## src/rtl/serial_load_pkg.sv

```systemverilog
// Shared definitions for the serial load controller: state codes,
// output bit positions and a counter width helper.
package serial_load_pkg;

  typedef enum logic [2:0] {
    ST_IDLE      = 3'b000,
    ST_WAIT4DATA = 3'b001,
    ST_READ      = 3'b010,
    ST_SHIFT     = 3'b011,
    ST_SET_DONE  = 3'b100,
    ST_ERROR     = 3'b101
  } state_t;

  // Registered output vector layout
  localparam int OUT_W      = 5;
  localparam int O_RDENA    = 0;
  localparam int O_SHFT_ENA = 1;
  localparam int O_SET_DONE = 2;
  localparam int O_ERR      = 3;
  localparam int O_BUSY     = 4;

  // Bits needed to hold the values 0..n-1, never less than one bit
  function automatic int cnt_w(input int n);
    return (n <= 1) ? 1 : $clog2(n);
  endfunction

endpackage

```

## src/rtl/tmr_vote.sv

```systemverilog
// W-bit bitwise two-out-of-three majority voter.
module tmr_vote #(
  parameter int W = 1
) (
  input  logic [W-1:0] a,
  input  logic [W-1:0] b,
  input  logic [W-1:0] c,
  output logic [W-1:0] y
);

  assign y = (a & b) | (a & c) | (b & c);

endmodule

```

## src/rtl/serial_load_ctrl.sv

```systemverilog
// Unloads NUM_WORDS words from an upstream FIFO and serialises each into a
// downstream shift register: one RDENA pulse, then WORD_BITS SHFT_ENA cycles.
// All registers clock on the falling edge of CLK. With TMR=1 every register
// group is held in three copies, each copy computing its next value from the
// voted present value, so a single upset is scrubbed on the next edge.
module serial_load_ctrl
  import serial_load_pkg::*;
#(
  parameter  int WORD_BITS   = 16,
  parameter  int NUM_WORDS   = 19,
  parameter  int TIMEOUT_CYC = 0,
  parameter  int TMR         = 1,
  localparam int WCW         = cnt_w(NUM_WORDS + 1)
) (
  input  logic           CLK,
  input  logic           RST_N,
  input  logic           START,
  input  logic           ABORT,
  input  logic           MT,
  output logic           RDENA,
  output logic           SHFT_ENA,
  output logic           SET_DONE,
  output logic           ERR,
  output logic           BUSY,
  output logic [WCW-1:0] WORD_CNT
);

  localparam int BCW = cnt_w(WORD_BITS);
  localparam int TCW = cnt_w(TIMEOUT_CYC + 1);
  localparam int NC  = (TMR != 0) ? 3 : 1;

  localparam logic [BCW-1:0] BC_LAST = BCW'(WORD_BITS - 1);
  localparam logic [TCW-1:0] TC_LAST = TCW'((TIMEOUT_CYC == 0) ? 0 : TIMEOUT_CYC - 1);
  localparam logic [WCW-1:0] WC_LAST = WCW'(NUM_WORDS);

  // Voted (or single-copy) present values seen by every copy's next logic
  logic [2:0]       st_v;
  logic [WCW-1:0]   wc_v;
  logic [BCW-1:0]   bc_v;
  logic [TCW-1:0]   tc_v;
  logic [OUT_W-1:0] out_v;

  // All copies concatenated, copy gi at slice gi
  logic [NC*3-1:0]     st_all;
  logic [NC*WCW-1:0]   wc_all;
  logic [NC*BCW-1:0]   bc_all;
  logic [NC*TCW-1:0]   tc_all;
  logic [NC*OUT_W-1:0] out_all;

  genvar gi;
  generate
    for (gi = 0; gi < NC; gi++) begin : g_copy
      (* keep = "true", preserve *) logic [2:0]       state_reg;
      (* keep = "true", preserve *) logic [WCW-1:0]   wc_reg;
      (* keep = "true", preserve *) logic [BCW-1:0]   bc_reg;
      (* keep = "true", preserve *) logic [TCW-1:0]   tc_reg;
      (* keep = "true", preserve *) logic [OUT_W-1:0] out_reg;

      state_t           st_next;
      logic [WCW-1:0]   wc_next;
      logic [BCW-1:0]   bc_next;
      logic [TCW-1:0]   tc_next;
      logic [OUT_W-1:0] out_next;

      // Next state, counters and outputs decoded from the next state
      always_comb begin
        st_next = ST_IDLE;
        wc_next = wc_v;
        bc_next = bc_v;
        tc_next = tc_v;
        if (ABORT && (st_v != ST_IDLE)) begin
          st_next = ST_IDLE;
          wc_next = '0;
          bc_next = '0;
          tc_next = '0;
        end else begin
          case (st_v)
            ST_IDLE: begin
              if (START) begin
                st_next = ST_WAIT4DATA;
                wc_next = '0;
                tc_next = '0;
              end else begin
                st_next = ST_IDLE;
              end
            end
            ST_WAIT4DATA: begin
              if (!MT) begin
                st_next = ST_READ;
                wc_next = wc_v + WCW'(1);
                bc_next = '0;
              end else if ((TIMEOUT_CYC != 0) && (tc_v == TC_LAST)) begin
                st_next = ST_ERROR;
              end else begin
                st_next = ST_WAIT4DATA;
                if (TIMEOUT_CYC != 0) tc_next = tc_v + TCW'(1);
              end
            end
            ST_READ: begin
              st_next = ST_SHIFT;
              bc_next = '0;
            end
            ST_SHIFT: begin
              if (bc_v == BC_LAST) begin
                bc_next = '0;
                if (wc_v == WC_LAST) begin
                  st_next = ST_SET_DONE;
                end else if (!MT) begin
                  // Next word is already available: read it with no gap
                  st_next = ST_READ;
                  wc_next = wc_v + WCW'(1);
                end else begin
                  st_next = ST_WAIT4DATA;
                  tc_next = '0;
                end
              end else begin
                st_next = ST_SHIFT;
                bc_next = bc_v + BCW'(1);
              end
            end
            ST_SET_DONE: st_next = START ? ST_SET_DONE : ST_IDLE;
            ST_ERROR:    st_next = START ? ST_ERROR : ST_IDLE;
            default: begin
              // Unused codes fall back to IDLE with clean counters
              st_next = ST_IDLE;
              wc_next = '0;
              bc_next = '0;
              tc_next = '0;
            end
          endcase
        end
        out_next             = '0;
        out_next[O_RDENA]    = (st_next == ST_READ);
        out_next[O_SHFT_ENA] = (st_next == ST_SHIFT);
        out_next[O_SET_DONE] = (st_next == ST_SET_DONE);
        out_next[O_ERR]      = (st_next == ST_ERROR);
        out_next[O_BUSY]     = (st_next == ST_WAIT4DATA) || (st_next == ST_READ) ||
                               (st_next == ST_SHIFT);
      end

      // Copy registers: falling-edge clocked, asynchronously cleared
      always_ff @(negedge CLK or negedge RST_N) begin
        if (!RST_N) begin
          state_reg <= ST_IDLE;
          wc_reg    <= '0;
          bc_reg    <= '0;
          tc_reg    <= '0;
          out_reg   <= '0;
        end else begin
          state_reg <= st_next;
          wc_reg    <= wc_next;
          bc_reg    <= bc_next;
          tc_reg    <= tc_next;
          out_reg   <= out_next;
        end
      end

      assign st_all[gi*3 +: 3]         = state_reg;
      assign wc_all[gi*WCW +: WCW]     = wc_reg;
      assign bc_all[gi*BCW +: BCW]     = bc_reg;
      assign tc_all[gi*TCW +: TCW]     = tc_reg;
      assign out_all[gi*OUT_W +: OUT_W] = out_reg;
    end

    if (TMR != 0) begin : g_vote
      tmr_vote #(.W(3)) u_vote_st (
        .a(st_all[0 +: 3]), .b(st_all[3 +: 3]), .c(st_all[6 +: 3]), .y(st_v));
      tmr_vote #(.W(WCW)) u_vote_wc (
        .a(wc_all[0 +: WCW]), .b(wc_all[WCW +: WCW]), .c(wc_all[2*WCW +: WCW]), .y(wc_v));
      tmr_vote #(.W(BCW)) u_vote_bc (
        .a(bc_all[0 +: BCW]), .b(bc_all[BCW +: BCW]), .c(bc_all[2*BCW +: BCW]), .y(bc_v));
      tmr_vote #(.W(TCW)) u_vote_tc (
        .a(tc_all[0 +: TCW]), .b(tc_all[TCW +: TCW]), .c(tc_all[2*TCW +: TCW]), .y(tc_v));
      tmr_vote #(.W(OUT_W)) u_vote_out (
        .a(out_all[0 +: OUT_W]), .b(out_all[OUT_W +: OUT_W]),
        .c(out_all[2*OUT_W +: OUT_W]), .y(out_v));
    end else begin : g_single
      assign st_v  = st_all;
      assign wc_v  = wc_all;
      assign bc_v  = bc_all;
      assign tc_v  = tc_all;
      assign out_v = out_all;
    end
  endgenerate

  assign RDENA    = out_v[O_RDENA];
  assign SHFT_ENA = out_v[O_SHFT_ENA];
  assign SET_DONE = out_v[O_SET_DONE];
  assign ERR      = out_v[O_ERR];
  assign BUSY     = out_v[O_BUSY];
  assign WORD_CNT = wc_v;

endmodule

```

## config.mk

```make
export PLATFORM = sky130hd
export DESIGN_NAME = serial_load_ctrl
export DESIGN_NICKNAME = d
export VERILOG_FILES = /design/src/rtl/serial_load_pkg.sv /design/src/rtl/tmr_vote.sv /design/src/rtl/serial_load_ctrl.sv
export SDC_FILE = /design/constraint.sdc
export NUM_CORES = 1
export LEC_CHECK = 0
export ABC_CLOCK_PERIOD_IN_PS = 5400
export CAP_MARGIN = 20
export CORE_MARGIN = 4
export CORE_UTILIZATION = 55
export CTS_BUF_LIST = sky130_fd_sc_hd__clkbuf_8 sky130_fd_sc_hd__clkbuf_16
export DETAILED_ROUTE_END_ITERATION = 12
export GPL_TIMING_DRIVEN = 0
export MAX_ROUTING_LAYER = met4
export PLACE_DENSITY = 0.74
export SLEW_MARGIN = 20
export SYNTH_ARGS = -nofsm -noshare
export SYNTH_HDL_FRONTEND = slang
export SYNTH_HIERARCHICAL = 1
export SYNTH_SLANG_ARGS = --single-unit
```

## constraint.sdc

```tcl
create_clock -name CLK -period 5.4 [get_ports CLK]
set_input_delay 0.81 -clock CLK [delete_from_list [all_inputs] [get_ports CLK]]
set_output_delay 0.81 -clock CLK [all_outputs]
set_load 0.05 [all_outputs]
```

==> metrics <==
outcome complete, no violations; RSZ-0062 raised after global routing false; Clock transition at path regs 0.05 ns; Crit. End Element output pin; synth warn 6; via count 992; Core Footprint 2020 sq um; antenna diode count 0; worst path required time 4.59 ns; root buffer cell clkbuf_8; worst slew pin tran 0.747 ns; worst slack, placed 0.200 ns; DRC Markers 0; Routed Wire Length 2470 um; std cell rows 16; Die Wd 55.0 um; Slew Limit Fails 0; Final Non-Filler Cells 168; Overall Global Routing Usage 20.2%; GPL Wtd Cong 0.881; Avg Inst Size Synth 9.86 sq um; PortBufs 14; # Post-CTS Setup Buffers 0; cell area after synthesis 1210 sq um; Hold Vio Cnt, Final 0; clock network fraction of total power 16.0%; layout cell share with drive strength beyond 1 23.4%; power per cell area 434 nW/um^2; post-synth net total 130; Num CTS Buffers 3; First-pass DRT Iterations 4; first-pass GRT wire length 4130 um; Total Neg Setup Slack 0 ns; Remaining Overflow, GRT 0; CTS tree yes; final setup fails 0; crit path kind flip-flop to output pin; number of global-route vias before repair 903; Comb power frac 56.1%; initial antenna violation count 0; Int Power 0.332 mW; dpl cells 164; Setup crit start kind flip-flop; max_cap viols 0; Detail Route Antenna Nets 0; slew margin rel. 50.0%; DIE HEIGHT 55.0 um; Clock Tree Buf Depth 2; crit-path max FO 5; io pins 15; setup ws final 0.0628 ns; Final nets 149; Post-CTS Resized 0; worst hold path type flip-flop to flip-flop; clk_skew 0.00117 ns; clock sink total 17; peak supply drop 0.330 mV; # H-tree levels 1; Layout fillers 169; fin util 71.0%; Lkg Pwr 0.625 nW; WL/cell 14.7 um; Iter 0 DRT Violations 27; Fin Hold WS 0.758 ns; Arr. time, crit path 4.53 ns; full die area 3020 sq um; initial core utilization 60.0%; sequential power share 27.8%; Hold-fix buffers, CTS 0; Synth Instances 123; largest net degree at the start of global routing 18; Worst-Skew Late Latency 0.27 ns; DP HPWL 1840 um; vias per inst 5.90; net switching fraction of the power 46.6%; NetSw 0.290 mW; Area Overhead vs Synth 18.4%
-- layout make-up --
| class | instances | area (sq um) | area share, % |
|---|---|---|---|
| Inverter | 6 | 22.5 | 1.57 |
| Clock buffer | 3 | 41.3 | 2.88 |
| Buffer | 4 | 25.0 | 1.74 |
| Timing Repair Buffer | 14 | 140 | 9.76 |
| Tap cell | 27 | 33.8 | 2.35 |
| Clock inverter | 1 | 7.51 | 0.523 |
| Sequential cell | 17 | 425 | 29.6 |
| Multi-Input combinational cell | 96 | 739 | 51.5 |
-- worst max-delay path, stage by stage, from the launching register on --
cell and delay, ns:
dfrtn_1 0.44, maj3_2 0.29, clkdlybuf4s50_1 0.83
-- cells in the final DEF (no fill, tap or decap), types with 2 or more instances in the layout --
master,instances
maj3_2,17
inv_1,5
buf_2,2
nand3b_1,3
clkdlybuf4s50_1,14
clkbuf_8,3
nand4_1,2
or3_1,2
nand2_1,6
buf_4,2
nor2_1,11
ha_1,2
o21ai_0,3
o21ai_2,2
nor3_1,2
dfrtn_1,17
nand3_1,4
a21oi_1,8
a32o_1,2
nor2b_1,2
o31ai_1,2
nand2b_1,2
and3_1,3
-- power by group through the flow --
stage | Sequential, mW | Clock [mW] | Combinational [mW]
global route | 0.178 | 0.106 | 0.382
detailed placement | 0.176 | 0 | 0.343
global placement | 0.174 | 0 | 0.336
finish | 0.173 | 0.0998 | 0.350
floorplan | 0.174 | 0 | 0.267
CTS | 0.174 | 0.101 | 0.349
-- per-stage QoR --
step / instance area (sq um) / power, mW
floorplan: 1210 / 0.440
detailed placement: 1390 / 0.520
global route: 1440 / 0.665
global placement: 1390 / 0.510
CTS: 1440 / 0.624
finish: 1440 / 0.623
-- path summary, 6_finish.rpt --
path,from,endpoint,slack [ns],cells after the start
max in group asynchronous,RST_N,g_copy[2].wc_reg[4],1.34,1
max,g_copy[2].wc_reg[2],WORD_CNT[2],0.06,2
min in group asynchronous,RST_N,g_copy[1].out_reg[4],3.56,1
min reg2reg,g_copy[2].bc_reg[1],g_copy[2].bc_reg[1],0.76,3
min,g_copy[2].bc_reg[1],g_copy[2].bc_reg[1],0.76,3
max reg2reg,g_copy[2].wc_reg[0],g_copy[2].wc_reg[0],3.27,6
-- metal layers --
metal,part of all wire (%),up-vias,wire [um],global-route usage [%]
li1,-,491,-,-
met1,45,460,1120,25.8
met2,47,36,1150,31.9
met3,6.4,5,157,2.68
met4,1.6,0,40,9.31
met5,0,-,0,-
(Power assumes the default switching activity.)
